==> src/rtl/uart_tx_byte.sv <==
// uart_tx_byte
//   Takes bytes from the TRNG byte collector and sends each one on a UART TX
//   line as an 8N1 frame: start bit, 8 data bits LSB first, stop bit.
//   A one-byte holding register sits in front of the shifter. The collector
//   samples tx_rdy one cycle before it pulses data_vld, and this register
//   absorbs that lag.
//
// Parameters
//   CLKS_PER_BIT  clock cycles per UART bit (>= 2)
//   IDLE_LEVEL    txd level in idle and during the stop bit
//
// Ports
//   clk       system clock, rising edge
//   rst       asynchronous active-high reset
//   data_in   byte to send, sampled only when data_vld=1
//   data_vld  single-cycle strobe qualifying data_in
//   tx_rdy    holding register empty; upstream may strobe
//   txd       registered serial output
//   busy      a frame is in progress
//   overrun   sticky: a strobe was dropped because the hold was full
module uart_tx_byte #(
  parameter int   CLKS_PER_BIT = 434,
  parameter logic IDLE_LEVEL   = 1'b1
) (
  input  logic       clk,
  input  logic       rst,
  input  logic [7:0] data_in,
  input  logic       data_vld,
  output logic       tx_rdy,
  output logic       txd,
  output logic       busy,
  output logic       overrun
);

  localparam int            CW      = (CLKS_PER_BIT > 2) ? $clog2(CLKS_PER_BIT) : 1;
  localparam logic [CW-1:0] CNT_MAX = CW'(CLKS_PER_BIT - 1);

  typedef enum logic [1:0] {IDLE, START, DATA, STOP} state_t;

  state_t        state;
  logic [CW-1:0] baud_cnt;
  logic [2:0]    bit_idx;
  logic [7:0]    shifter;
  logic [7:0]    hold_data;
  logic          hold_full;

  logic bit_end;
  logic xfer;
  logic accept;
  logic drop;

  assign bit_end = (baud_cnt == CNT_MAX);

  // The hold moves into the shifter when the line is idle, or on the last
  // cycle of a stop bit so that back-to-back frames have no idle gap.
  assign xfer   = hold_full && ((state == IDLE) || ((state == STOP) && bit_end));
  // A strobe is still accepted when the hold is full, provided the hold is
  // emptied on the same edge.
  assign accept = data_vld && (!hold_full || xfer);
  assign drop   = data_vld && hold_full && !xfer;

  assign tx_rdy = !hold_full;
  assign busy   = (state != IDLE);

  always_ff @(posedge clk or posedge rst) begin
    if (rst) begin
      state     <= IDLE;
      baud_cnt  <= '0;
      bit_idx   <= '0;
      shifter   <= '0;
      hold_data <= '0;
      hold_full <= 1'b0;
      overrun   <= 1'b0;
      txd       <= IDLE_LEVEL;
    end else begin
      // Holding register. An accept takes priority over the transfer clear,
      // which lets the hold be refilled on the edge it drains.
      if (accept) begin
        hold_data <= data_in;
        hold_full <= 1'b1;
      end else if (xfer) begin
        hold_full <= 1'b0;
      end
      if (drop) overrun <= 1'b1;

      case (state)
        IDLE: begin
          baud_cnt <= '0;
          if (xfer) begin
            shifter <= hold_data;
            state   <= START;
            txd     <= !IDLE_LEVEL;
          end
        end
        START: begin
          if (bit_end) begin
            baud_cnt <= '0;
            bit_idx  <= '0;
            state    <= DATA;
            txd      <= shifter[0];
          end else begin
            baud_cnt <= baud_cnt + 1'b1;
          end
        end
        DATA: begin
          if (bit_end) begin
            baud_cnt <= '0;
            if (bit_idx == 3'd7) begin
              state <= STOP;
              txd   <= IDLE_LEVEL;
            end else begin
              // shifter[0] is on the line now; the next bit is shifter[1].
              shifter <= shifter >> 1;
              txd     <= shifter[1];
              bit_idx <= bit_idx + 3'd1;
            end
          end else begin
            baud_cnt <= baud_cnt + 1'b1;
          end
        end
        STOP: begin
          if (bit_end) begin
            baud_cnt <= '0;
            if (xfer) begin
              shifter <= hold_data;
              state   <= START;
              txd     <= !IDLE_LEVEL;
            end else begin
              state <= IDLE;
              txd   <= IDLE_LEVEL;
            end
          end else begin
            baud_cnt <= baud_cnt + 1'b1;
          end
        end
        default: begin
          state    <= IDLE;
          baud_cnt <= '0;
          txd      <= IDLE_LEVEL;
        end
      endcase
    end
  end

endmodule

==> config.mk <==
export PLATFORM = sky130hd
export DESIGN_NAME = uart_tx_byte
export DESIGN_NICKNAME = d
export VERILOG_FILES = /design/src/rtl/uart_tx_byte.sv
export SDC_FILE = /design/constraint.sdc
export NUM_CORES = 1
export LEC_CHECK = 0
export ABC_AREA = 1
export BUFFER_PORTS_ARGS = -buffer_cell sky130_fd_sc_hd__buf_2
export CORE_AREA = 2 2 67 69
export DETAILED_ROUTE_END_ITERATION = 12
export DIE_AREA = 0 0 69 71
export PLACE_DENSITY = 0.62
export SLEW_MARGIN = 10
export SYNTH_ARGS = -nofsm -noshare
export SYNTH_HDL_FRONTEND = slang
export SYNTH_SLANG_ARGS = --single-unit
export TNS_END_PERCENT = 30
==> constraint.sdc <==
create_clock -name clk -period 1.8 [get_ports clk]
set_input_delay 0 -clock clk [delete_from_list [all_inputs] [get_ports clk]]
set_output_delay 0 -clock clk [all_outputs]
set_load 0.05 [all_outputs]
==> impl_metrics.ini <==
[hold_path]
hold_path.class = primary input to flop
hold_path.startpoint = data_vld

[power_and_ir_drop]
power_mw = 1.68
netSwitchingPower_mw = 0.332
leakagePower_nw = 1.15
vdd_drop_max_mv = 0.384
pwr-share-clk = 0.491
p_per_area_mw_per_mm2 = 789
pwr-share-comb = 0.048
swShare = 0.197
seqPwrFrac = 0.461
internal-power_mw = 1.35

[route]
wire_per_inst_um = 11.4
ant_nets = 0
totalWireLength_um = 3380
drt-vias-per-instance = 4.68
drtIter0Drc = 102
drcViolationCount = 0
via_count = 1381
drt_first_pass_iters = 4

[setup_path]
cp.required_ps = 2030
cp_slowest_cell = dfrtp_1
crit_buf_inv = 1
reg2reg_setup_slack_ps = 130
path_cells = ha_1 > ha_1 > nand2_1 > nand3_2 > a21oi_4 > buf_4 > nand3_1 > nand2_1
startpoint_type = flop
slowest_delay_ps = 400
cp_top_family = flip-flops
crit_fanout = 5
crit_start = bit_idx[0]
critPathArrivalTime_ps = 1890
crit_type = flop to flop
r2r-start = bit_idx[0]
end_kind = flop

[synth]
synth_area_sq_mm = 0.00174
synth.largest_area_cell = dfrtp_1
synth_seq_cells = 33
ys_top_cells_by_area = dfrtp_1, nand2_1, ha_1
postSynthCellCount = 209
synth_nets = 230
synth_top_area_share = 0.460
ys.warnings.count = 0
seq_area_frac_synth = 0.476
yosysUniqueCellTypes = 26
syn_area_per_cell_sq_um = 8.32

[cells_and_area]
nNetsFinal = 263
diodes = 0
syn_to_final_growth_pct = 22.5
fin_cells = 295
drive_gt1_frac = 0.198

[sta]
period_share = 0.925
hold_viol = 0
tightestPinTransition_ps = 412
skew_ps = 5.14
fin_ws_ps = 134
period_needed_ps = 1670
finalSetupViolations = 0
max_clock_freq_mhz = 600
slew_viol_final = 0
slew-limit-headroom = 0.725
rsz0062_at_grt = false

[die]
die_w_um = 69
rows = 24
die_h_um = 71
initial_core_util = 0.414
fp.coreArea_sq_mm = 0.00420
io_pins = 15
dieArea_sq_mm = 0.00490

[clock_tree]
cts.sinks = 33
insertion_delay_ps = 280
cts-buffers-inserted = 5
clockBufferDepth = 2
cts-root-buf = clkbuf_8
h-tree-depth = 2
cts_tree = done
clk_pin_slew_ps = 70

[placed_design]
gp_congestion = 0.765
place_inst = 276
pre_cts_slack_ps = 56.5
place_hpwl_um = 2370
port_buffers = 14

[run]
drv_cap = 0

[global_route]
grt_max_degree = 34
grt_pass1_wl_um = 5920
antenna_found_initial = 0
grt_remaining_overflow = 0
grt.total_usage = 0.153
grt_pass1_vias = 1260

[outcome]
status = completed
final timing paths:
check	to	depth (start not counted)
setup / recovery	shifter[7]	8
setup reg to reg	shifter[7]	8
hold reg to reg	hold_data[7]	2
min in group asynchronous	hold_data[7]	4
hold / removal	hold_full	3
max in group asynchronous	txd	4
per-stage QoR:
stage	setup TNS [ps]	utilization	cell area (sq um)	hold WS, ps
after global routing	0	0.507	2130	50.3
after detailed placement	0	0.449	1890	115
after floorplan	-102	-	1740	128
after CTS	0	0.503	2110	37.8
after global placement	0	0.449	1890	117
final	0	0.507	2130	42.3
area by class of cell:
cell class,instances,area (sq um)
inverter,14,56.3
fill,429,2070
clock buffer,5,68.8
clock inverter,3,65.1
tap,52,65.1
multi-input combinational,158,836
timing repair buffer,30,213
sequential,33,827
flip-flops by register name, summed over array words and instances (netlist names):
register   cells
shifter        8
overrun        1
state          2
baud_cnt       9
hold_data      8
txd            1
hold_full      1
bit_idx        3
cell usage in the layout, fill, tap and decap left out:
| cell type | synthesis | layout |
|---|---|---|
| nand2_1 | 76 | 76 |
| dfrtp_1 | 32 | 32 |
| nand3_1 | 20 | 20 |
| nor2_1 | 16 | 16 |
| buf_2 | 3 | 14 |
| inv_1 | 13 | 11 |
| ha_1 | 10 | 9 |
| dlygate4sd3_1 | 0 | 9 |
| o21ai_0 | 7 | 7 |
| buf_4 | 0 | 7 |
| nand2_2 | 5 | 5 |
| clkbuf_8 | 0 | 5 |
| nor3_1 | 4 | 4 |
| nand2_4 | 3 | 3 |
| a21oi_1 | 3 | 3 |
| inv_2 | 1 | 2 |
| nor2_2 | 2 | 2 |
| nand4_1 | 2 | 2 |
| xor2_1 | 2 | 2 |
| bufinv_16 | 0 | 2 |
| nor2_4 | 1 | 1 |
| clkinvlp_4 | 0 | 1 |
| nand3_4 | 1 | 1 |
| nand3_2 | 1 | 1 |
| a21oi_4 | 1 | 1 |
| o21a_1 | 1 | 1 |
| xnor2_1 | 1 | 1 |
| and3_1 | 1 | 1 |
| o21bai_1 | 1 | 1 |
| ha_2 | 0 | 1 |
| clkinv_2 | 0 | 1 |
| dfstp_2 | 1 | 1 |
cell usage after synthesis:
master / number
nor3_1: 4
nand3_1: 20
o21ai_0: 7
a21oi_4: 1
buf_6: 1
nor2_1: 16
nor2_2: 2
inv_2: 1
nand3_2: 1
nand2_1: 76
inv_1: 13
and3_1: 1
nand2_2: 5
a21oi_1: 3
nand4_1: 2
nand2_4: 3
xnor2_1: 1
o21a_1: 1
nand3_4: 1
buf_2: 3
xor2_1: 2
o21bai_1: 1
nor2_4: 1
dfstp_2: 1
dfrtp_1: 32
ha_1: 10
routing by layer:
metal  vias up  wire length (um)  share of wire  GRT usage
li1        731                 -              -          -
met1       621              1770           0.52      0.222
met2        24              1440           0.43      0.216
met3         5               117          0.035     0.0427
met4         0                51          0.015     0.0588
met5         -                 0              0          0
logic make-up after synthesis:
kind of cell | Yosys count | synth area share
xor gates and xnor gates | 3 | 0.0151
DFF | 33 | 0.476
adders and majority gates | 10 | 0.0719
AOI/OAI and AO/OA | 13 | 0.0468
buffers and inverters | 18 | 0.0453
and+or+nand+nor | 132 | 0.345
worst register-to-register path, cell delays in order, from the launching register on:
cell and delay, ps:
dfrtp_1 400, ha_1 200, ha_1 200, nand2_1 100, nand3_2 130, a21oi_4 250, buf_4 170, nand3_1 70
nand2_1 70
power by group through the flow:
stage	sequential (mW)	combinational, mW	clock, mW
after floorplan	0.785	0.0455	0
final	0.776	0.0808	0.826
after CTS	0.775	0.0823	0.843
after detailed placement	0.789	0.0672	0
after global routing	0.777	0.0970	0.881
after global placement	0.790	0.0655	0
what timing repair did:
action	in CTS	in global routing
hold buffers	9	0
setup buffers	0	2
gates resized for setup	0	2
hold endpoints to repair	40	0
setup endpoints to repair	0	16
No activity file was read; power rests on OpenSTA's default activity.
